<file path="config.mk">
export PLATFORM = sky130hd
export DESIGN_NAME = imem_load_ctrl
export DESIGN_NICKNAME = d
export VERILOG_FILES = /design/src/rtl/imem_load_ctrl.sv
export SDC_FILE = /design/constraint.sdc
export NUM_CORES = 1
export LEC_CHECK = 0
export CAP_MARGIN = 0
export CORE_AREA = 2 2 68 70
export CTS_BUF_LIST = sky130_fd_sc_hd__clkbuf_8 sky130_fd_sc_hd__clkbuf_16
export DETAILED_ROUTE_END_ITERATION = 6
export DIE_AREA = 0 0 70 72
export HOLD_SLACK_MARGIN = 0.03
export PLACE_DENSITY_LB_ADDON = 0.2
export SKIP_CTS_REPAIR_TIMING = 1
export SLEW_MARGIN = 0
export SYNTH_ARGS = -nofsm -noshare
export SYNTH_HDL_FRONTEND = slang
export SYNTH_SLANG_ARGS = --single-unit
</file>
<file path="constraint.sdc">
create_clock -name i_CLK -period 4.56 [get_ports i_CLK]
set_clock_uncertainty 0.15 [all_clocks]
set_input_delay 0.684 -clock i_CLK [delete_from_list [all_inputs] [get_ports i_CLK]]
set_output_delay 0.684 -clock i_CLK [all_outputs]
set_load 0.1 [all_outputs]
</file>
<file path="src/rtl/imem_load_ctrl.sv">
// Instruction memory port arbiter: passes the fetch PC through in RUN, streams loader words
// from BOOT_ADDR in LOAD, then flushes decode and restarts the PC. Macro: BOOT_LOAD_EN.
module imem_load_ctrl #(
   parameter int unsigned              ADDRESS_WIDTH = 32,
   parameter int unsigned              INSTR_WIDTH   = 32,
   parameter int unsigned              DEPTH_LOG2    = 8,
   parameter logic [ADDRESS_WIDTH-1:0] BOOT_ADDR     = '0
) (
   input  logic                     i_CLK,
   input  logic                     i_RST,
   input  logic                     i_LdStart,
   input  logic                     i_LdValid,
   input  logic [INSTR_WIDTH-1:0]   i_LdData,
   input  logic                     i_LdLast,
   output logic                     o_LdReady,
   input  logic [ADDRESS_WIDTH-1:0] i_PCF,
   output logic [ADDRESS_WIDTH-1:0] o_MemAddr,
   output logic [INSTR_WIDTH-1:0]   o_MemWData,
   output logic                     o_MemWE,
   output logic                     o_StallF,
   output logic                     o_FlushD,
   output logic                     o_PCRst,
   output logic                     o_Busy,
   output logic [DEPTH_LOG2:0]      o_WordCount,
   output logic                     o_Err
);

   typedef enum logic [1:0] {StRun, StLoad, StFlush} state_e;

`ifdef BOOT_LOAD_EN
   localparam state_e ResetState = StLoad;
`else
   localparam state_e ResetState = StRun;
`endif

   localparam logic [DEPTH_LOG2:0] WordCap = {1'b1, {DEPTH_LOG2{1'b0}}};

   state_e                     state_q, state_d;
   logic [DEPTH_LOG2:0]        wc_q, wc_d;
   logic                       err_q, err_d;
   logic                       below_cap;
   logic [ADDRESS_WIDTH-1:0]   load_addr;

   assign below_cap = (wc_q < WordCap);
   // Word index scaled to a byte offset; the sum wraps in ADDRESS_WIDTH bits.
   assign load_addr = BOOT_ADDR + (ADDRESS_WIDTH'(wc_q) << 2);

   always_comb begin
      state_d    = state_q;
      wc_d       = wc_q;
      err_d      = err_q;
      o_LdReady  = 1'b0;
      o_StallF   = 1'b0;
      o_FlushD   = 1'b0;
      o_PCRst    = 1'b0;
      o_MemAddr  = i_PCF;
      o_MemWData = i_LdData;
      o_MemWE    = 1'b0;
      unique case (state_q)
         StRun: begin
            if (i_LdStart) begin
               state_d = StLoad;
               wc_d    = '0;
               err_d   = 1'b0;
            end
         end
         StLoad: begin
            o_LdReady = 1'b1;
            o_StallF  = 1'b1;
            o_MemAddr = load_addr;
            o_MemWE   = i_LdValid & below_cap;
            if (i_LdValid) begin
               // Words past capacity are dropped but still flag the overflow.
               if (below_cap) wc_d  = wc_q + 1'b1;
               else           err_d = 1'b1;
               if (i_LdLast) state_d = StFlush;
            end
         end
         StFlush: begin
            o_StallF = 1'b1;
            o_FlushD = 1'b1;
            o_PCRst  = 1'b1;
            state_d  = StRun;
         end
         default: state_d = ResetState;
      endcase
   end

   assign o_Busy      = (state_q != StRun);
   assign o_WordCount = wc_q;
   assign o_Err       = err_q;

   always_ff @(posedge i_CLK) begin
      if (!i_RST) begin
         state_q <= ResetState;
         wc_q    <= '0;
         err_q   <= 1'b0;
      end else begin
         state_q <= state_d;
         wc_q    <= wc_d;
         err_q   <= err_d;
      end
   end

endmodule

</file>
* Word level (Yosys, flattened, before mapping)
Cells that the tools add are included.
** Storage, ports and cells
- Flip-flop bits (word level) :: 12
- Input port bits :: 69
- Output and inout port bits :: 80
- Logic and storage cells :: 37
** Cells by class
- Add/subtract/negate cells :: 1
- Magnitude comparators :: 1
- Equality and inequality tests :: 7
- Mux-type cells :: 17
- Bitwise operators :: 1
- Reduce and logical (&&, ||, !) cells :: 7
** Operators with widths (number)
- two-way mux 32 bit :: 1
- two-way mux 9 bit :: 3
- case mux 9 bit (2 select lines) :: 1
- inequality test 2 bit, second input constant :: 5
- adder 9 x 1 -> 9 bit, second input constant :: 1
- less-than comparator 9 bit, second input constant :: 1
- AND reduction 4 bit :: 2
- two-way mux 1 bit :: 7
- two-way mux 2 bit :: 3
- case mux 2 bit (2 select lines) :: 1
- nonzero test 2 bit :: 2
- AND reduction 3 bit :: 1
- == test 2 x 1 -> 1 bit, second input constant :: 1
- == test 2 bit, second input constant :: 1
- logical NOT 2 bit :: 1
- case mux 1 bit (2 select lines) :: 1
- OR reduction 2 bit :: 1
- AND 1 bit :: 1

* Depth between registers and ports, before layout
Gate-level depths: netlist (run 1).
- Depth in word-level cells :: 4
- Gate-level depth with buffers :: 7
- Gate-level depth less buffers :: 7

* Worst setup path before layout (run 1)
OpenSTA, ideal clock, no wires.
- Path kind :: flip-flop to output port
- From :: register state_q[1]
- To :: output o_MemAddr[0]
- Arrival :: 2.829 ns
- Required time :: 3.726 ns
- Slack :: 0.897 ns
- Cell stages (with the launch flop) :: 6
- Path buffers :: 2
- Path through :: dfxtp_1 > inv_1 > ha_1 > buf_6 > clkbuf_1 > nor2b_1
** Between the ends
- Cells in the longest elaborated chain, start to end :: 2
** Ends and longest elaborated chain
- from (decl) :: RTL line 38 : state_e state_q, state_d;
- from (signal assigned) :: RTL line 95 : state_q <= ResetState;
- from (signal assigned) :: RTL line 99 : state_q <= state_d;
- == test 2 x 1 -> 1 bit :: RTL line 59 : unique case (state_q)
- two-way mux 32 bit :: RTL line 59
- to (decl) :: RTL line 17 : output logic [ADDRESS_WIDTH-1:0] o_MemAddr,
No other way between the ends.

* Worst setup path in the final report (run 1)
- From :: register state_q[1]
- To :: output o_MemAddr[30]
The elaborated chain is that of the path after synthesis.

==> results.md, run 1 <==
- Die X: 70 um
- RR Endpoint: o_WordCount[5]
- Nets: 268
- Synth Area in Simple Gates: 26.5%
- DRC viols: 0
- Gr ovfl total: 0
- Die Height: 72 um
- Fin crit period: 3.59 ns
- Static leakage: 0.000731 uW
- Biggest area consumer among synthesized cells: buf_4
- Post-synth ARST share: 0%
- Dominant cells by area after synthesis: buf_4 21%, dfxtp_1 20%, nor2b_1 13%
- Yosys top cell area share: 21.1%
- Crit path max fanout: 23
- Critical Path RT: 3.73 ns
- Synthesized area per cell: 8.33 um^2
- Most frequent cells after synthesis: 33 x buf_4, 25 x nor2b_1, 12 x dfxtp_1
- Reg clk slew, reported paths: 0.05 ns
- Setup tns final: 0 ns
- Hold endpoint: o_Err
- Initial DRC Count: 15
- Top_reg_cell synth: dfxtp_1
- Routed wire length: 3.49 mm
- Unrepaired setup endpoints after global routing: no
- Reg2reg start: state_q[1]
- Top Ports: 149
- Synth-to-Final Area Change: 57.0%
- Post-Place Setup Slack: 1.19 ns
- Synthesized area: 1170 um^2
- Initial antenna violation count: 0
- Placer Congestion: 0.867
- Final core utilization: 43.3%
- Flops & latches, synth: 12
- DIE AREA: 5040 um^2
- Post-route clock period utilization: 78.7%
- Critical Path End Type: primary output
- H-tree levels: 1
- Post-synth EDFFs: 0
- Worst-Skew Late Latency: 0.24 ns
- Vias in the first global route: 1105
- Max Root-Sink Buffers: 2
- Final antenna-violating net count: 0
- Fin. Hold Viols: 0
- Post-DR wirelength/cell: 14.2 um
- Largest family of logic cells by synthesized area: simple AND/OR/NAND/NOR gates
- Vias post-DR: 1152
- # diodes: 0
- Hold WC Path Type: reg2reg
- Crit path arrival time: 2.76 ns
- Max-cap violations: 0
- Largest net degree at the start of global routing: 24
- Post-DP HPWL: 2.91 mm
- CORE AREA: 4260 um^2
- Ys Warns: 0
- VDD IR-drop max: 0.336 mV
- Status: finished clean
- Final slew viol count: 0
- R2r setup slk: 2.28 ns
- Syn Inst Count: 141
- Slew HR: 34.3%
- Total GRT Usage: 13.1%
- Fin Hold WS: 0.339 ns
- Post-Synth Adder-Cell Area: 5.32%
- DR pass1 iterations: 4
- Most common cell in the netlist: buf_4
- Hold_sp: o_Err
- Starting density of the core: 27.6%
- Share of layout cells above drive strength 1: 15.5%
- Hold Crit Depth: 2
- Pwr/cell area: 835 nW/um^2
- Row count: 24
- Kind of critical path: reg2out
- CTS tree: built
- Path depth of the worst reg2reg path: 7
- Least-Margin Pin Slew: 0.982 ns
- Xor-xnor portion of the synthesized cell area: 2.98%
- Post-synth cell types: 37
- Portion of netlist area occupied by mux cells: 10.3%
- Setup violators final: 0
- Syn_nets: 215
- Clk sinks: 12
- TritonCTS buffer count: 3
- Root buffer cell: clkbuf_8
- Seq/Total Area, Yosys: 20.4%
- CP startpoint kind: flop
- First-pass GRT wire length: 5.34 mm
- Max Freq: 0.278 GHz
- Setup ws final: 0.969 ns
- IO buf count: 84
- Post-synthesis compound-gate area fraction: 9.37%
- Vias per inst: 4.70
## metrics by stage
step	total power [uW]	cell area [um^2]	instances
final	1540	1840	245
after global routing	1590	1840	245
after CTS	1550	1840	245
after detailed placement	1430	1790	241
after global placement	1420	1790	241
after floorplan	1300	1170	141
## power breakdown
part | total [uW] | internal, uW | switching [uW]
sequential | 128 | 115 | 12.6
combinational | 1290 | 294 | 998
clock | 119 | 76.4 | 42.9
total | 1540 | 485 | 1050
## final cells by class
type	count	area, um^2
Multi-Input combinational cell	86	641
Fill cell	424	2420
Inverter	6	22.5
Clock buffer	4	55.1
Sequential cell	12	240
Timing Repair Buffer	85	821
Tap cell	52	65.1
## layer usage
layer / track usage [%] / wire, um
met2: 24.3 / 1890
met3: 3.61 / 293
met1: 13.3 / 1240
met4: 7.05 / 70
met5: 0 / 0
## worst max-delay path by stage
stage                from             to  slack, ns
2_1_floorplan  state_q[1]   o_MemAddr[0]       0.90
3_3_place_gp    i_PCF[14]  o_MemAddr[14]       1.28
3_5_place_dp   state_q[1]  o_MemAddr[29]       1.19
4_1_cts        state_q[1]  o_MemAddr[29]       0.93
5_1_grt        state_q[1]  o_MemAddr[30]       0.80
6_report       state_q[1]  o_MemAddr[30]       0.97
## state kept, by name, summed over array words and instances, names as in the netlist
signal / cells
o_WordCount: 9
state_q: 2
o_Err: 1
## layout by cell type, fill, tap and decap left out, drive strengths merged, types with 3 or more instances in the layout
cell type      count
mux2               9
a21oi              4
inv                6
dfxtp             12
nand3              3
ha                 5
clkdlybuf4s50     73
buf               12
nor2               6
nand2              6
nor2b             26
clkbuf             4
## cell families after synthesis
| kind of cell | after synthesis |
|---|---|
| DFF | 12 |
| muxes | 11 |
| xor gates and xnor gates | 4 |
| and+or+nand+nor | 51 |
| adders and majority gates | 5 |
| buffers and inverters | 43 |
| AOI/OAI and AO/OA | 15 |
## critical path: stages (launching register included)
cell             delay, ns
dfxtp_1               0.32
inv_1                 0.10
ha_1                  0.62
buf_4                 0.40
nor2b_1               0.08
clkdlybuf4s50_1       0.98
(Power assumes the default switching activity.)
==> inputs of run 2 (changes only) <==
--- a/config.mk
+++ b/config.mk
@@ -6,10 +6,10 @@
 export NUM_CORES = 1
 export LEC_CHECK = 0
 export CAP_MARGIN = 0
-export CORE_AREA = 2 2 68 70
+export CORE_AREA = 2 2 75 77
 export CTS_BUF_LIST = sky130_fd_sc_hd__clkbuf_8 sky130_fd_sc_hd__clkbuf_16
 export DETAILED_ROUTE_END_ITERATION = 6
-export DIE_AREA = 0 0 70 72
+export DIE_AREA = 0 0 77 79
 export HOLD_SLACK_MARGIN = 0.03
 export PLACE_DENSITY_LB_ADDON = 0.2
 export SKIP_CTS_REPAIR_TIMING = 1
==> constraint.sdc (replaced) <==
create_clock -name i_CLK -period 2.95 [get_ports i_CLK]
set_clock_uncertainty 0.15 [all_clocks]
set_input_delay 0.4425 -clock i_CLK [delete_from_list [all_inputs] [get_ports i_CLK]]
set_output_delay 0.4425 -clock i_CLK [all_outputs]
set_load 0.1 [all_outputs]
==> run 2 against run 1 <==
  * Register-to-register slack worse by 1.7 ns
  * Combinational power is 64% higher
  * Core utilization is 7.4 points lower
  * Clock power is 24% higher
  * Clock-buffer cell count is 1 lower
  * First-iteration DRC count is 110% higher
  * Setup slack worse by 0.54 ns
  * Critical endpoint is now o_MemAddr[18]
==> results.md, run 2 (synthesis gave the netlist of run 1 again) <==
- Status: finished clean
- Crit path arrival time: 1.93 ns (-0.83 ns)
- Kind of critical path: reg2out
- Max Root-Sink Buffers: 2 (unchanged)
- Initial antenna violation count: 0 (unchanged)
- IO buf count: 84 (unchanged)
- Share of layout cells above drive strength 1: 37.0% (+21 points)
- Least-Margin Pin Slew: 0.684 ns (-0.299 ns)
- Max-cap violations: 0 (unchanged)
- VDD IR-drop max: 0.563 mV (+68%)
- Slew HR: 54.4% (+20 points)
- Setup tns final: 0 ns (unchanged)
- Post-route clock period utilization: 85.4%
- Top Ports: 149 (unchanged)
- # diodes: 0 (unchanged)
- Layout Cells excl Fill: 264 (+7.8%)
- Crit path max fanout: 28 (+22%)
- Final antenna-violating net count: 0 (unchanged)
- Max incr delay on CP: 0.64 ns (-0.34 ns)
- Max Freq: 0.397 GHz
- Placer Congestion: 0.680 (-22%)
- CTS tree: built
- Worst-Skew Late Latency: 0.24 ns (about the same)
- Most frequent cells in the layout: 38 x buf_4, 36 x clkdlybuf4s50_1, 21 x nor2b_1
- Die X: 77 um (+10%)
- CORE AREA: 5340 um^2 (+25%)
- TritonCTS buffer count: 3 (unchanged)
- CP Cell Sequence: inv_1 > ha_2 > buf_4 > nor2b_1 > buf_4
- Post-Place Setup Slack: 0.603 ns (-0.585 ns)
- CP bufs+invs: 3 (unchanged)
- Gr ovfl total: 0 (unchanged)
- Vias per inst: 4.23 (-9.9%)
- DIE AREA: 6080 um^2 (+21%)
- Starting density of the core: 22.0% (-5.5 points)
- Cells after DPL: 261 (+8.3%)
- Setup violators final: 0 (unchanged)
- Post-DP HPWL: 2.85 mm (-2.2%)
- Post-DR wirelength/cell: 13.1 um (-8.3%)
- CP startpoint kind: flop
- Pwr/cell area: 1280 nW/um^2 (+54%)
- CP dominant cell by count: buf_4
- First-pass GRT wire length: 5.53 mm (+3.5%)
- Fin Hold WS: 0.349 ns (+0.0107 ns)
- Row count: 27 (+13%)
- Fin. Hold Viols: 0 (unchanged)
- Final slew viol count: 0 (unchanged)
- Setup ws final: 0.430 ns (-0.539 ns)
- Layout fillers: 569 (+34%)
- Critical Path RT: 2.36 ns (-1.37 ns)
- Hold WC Path Type: reg2reg
- Initial DRC Count: 31 (+16)
- Fin crit period: 2.52 ns
- Largest net degree at the start of global routing: 29 (+21%)
- Clk sinks: 12 (unchanged)
- Root buffer cell: clkbuf_8
- Reg clk slew, reported paths: 0.05 ns (about the same)
- Critical-path top delay cell: ha_2
- Unrepaired setup endpoints after global routing: no
- Synth-to-Final Area Change: 62.8%
- Static leakage: 0.000825 uW (+13%)
- Final core utilization: 35.8% (-7.4 points)
- Vias post-DR: 1118 (-3.0%)
- Nets: 268 (unchanged)
- Vias in the first global route: 1142 (+3.3%)
- Die Height: 79 um (+9.7%)
- Commonest non-fill, non-tap cell in the layout: buf_4
- Critical Path End Type: primary output
- Routed wire length: 3.45 mm (-1.2%)
- DRC viols: 0 (unchanged)
- Total GRT Usage: 11.4% (-1.7 points)
- Max reg flops: 9 (unchanged)
- DR pass1 iterations: 2 (-2)
- H-tree levels: 1 (unchanged)
- Crit path max-delay family: buffers and inverters
==> run 2: cell types whose count changed in the layout (fill, tap and decap cells not counted), sizes merged <==
cell / previous run / this run
buf: 12 / 49
clkdlybuf4s50: 73 / 36
clkbuf: 4 / 3
==> run 2: metrics by stage <==
step | power [uW] | instance area, um^2
final | 2460 | 1910
after global routing | 2560 | 1910
after CTS | 2480 | 1910
after detailed placement | 2330 | 1870
after global placement | 2320 | 1870
after floorplan | 2020 | 1180
==> run 2: worst paths after layout <==
| kind | from | to | slack [ns] | depth (start not counted) |
|---|---|---|---|---|
| worst max-delay path | state_q[1] | o_MemAddr[18] | 0.43 | 5 |
| worst min-delay path | o_Err | o_Err | 0.35 | 2 |
| worst max register to register | state_q[1] | o_WordCount[5] | 0.63 | 7 |
| worst min register to register | o_Err | o_Err | 0.35 | 2 |
==> run 2: where the power goes <==
part	switching [uW]	internal [uW]	total, uW
Clock	58.3	89.9	148
Sequential	20.7	178	199
Combinational	1570	537	2110
Total	1650	805	2460
==> run 2: cell type report <==
class                      instances  area, um^2  share of cell area, %
tap                               72        90.1                   4.71
multi-input combinational         86         653                   34.1
sequential                        12         240                   12.6
timing repair buffer              85         866                   45.3
clock buffer                       3        41.3                   2.16
inverter                           6        22.5                   1.18
==> run 2: worst register-to-register path, stage by stage, from the launching register on <==
cell and delay (ns):
dfxtp_1 0.32, inv_1 0.10, ha_2 0.64, nand3b_4 0.16, inv_2 0.13, o21ai_2 0.11
or4_1 0.50, a21oi_1 0.14
==> run 2: metal layers <==
metal | wire [um] | part of all wire (%) | up-vias | global-route usage, %
met4 | 82 | 2.4 | 0 | 5.89
li1 | - | - | 539 | -
met1 | 1300 | 38 | 497 | 12.2
met2 | 1700 | 49 | 70 | 19.9
met5 | 0 | 0 | - | 0
met3 | 364 | 11 | 12 | 3.98
==> inputs of run 3 (changes only) <==
--- a/config.mk
+++ b/config.mk
@@ -7,13 +7,12 @@
 export LEC_CHECK = 0
 export CAP_MARGIN = 0
 export CORE_AREA = 2 2 75 77
-export CTS_BUF_LIST = sky130_fd_sc_hd__clkbuf_8 sky130_fd_sc_hd__clkbuf_16
+export CTS_CLUSTER_SIZE = 28
 export DETAILED_ROUTE_END_ITERATION = 6
 export DIE_AREA = 0 0 77 79
 export HOLD_SLACK_MARGIN = 0.03
 export PLACE_DENSITY_LB_ADDON = 0.2
 export SKIP_CTS_REPAIR_TIMING = 1
-export SLEW_MARGIN = 0
 export SYNTH_ARGS = -nofsm -noshare
 export SYNTH_HDL_FRONTEND = slang
 export SYNTH_SLANG_ARGS = --single-unit
==> results of run 3 <==
No change in the layout: final DEF, timing and power equal those of run 2.
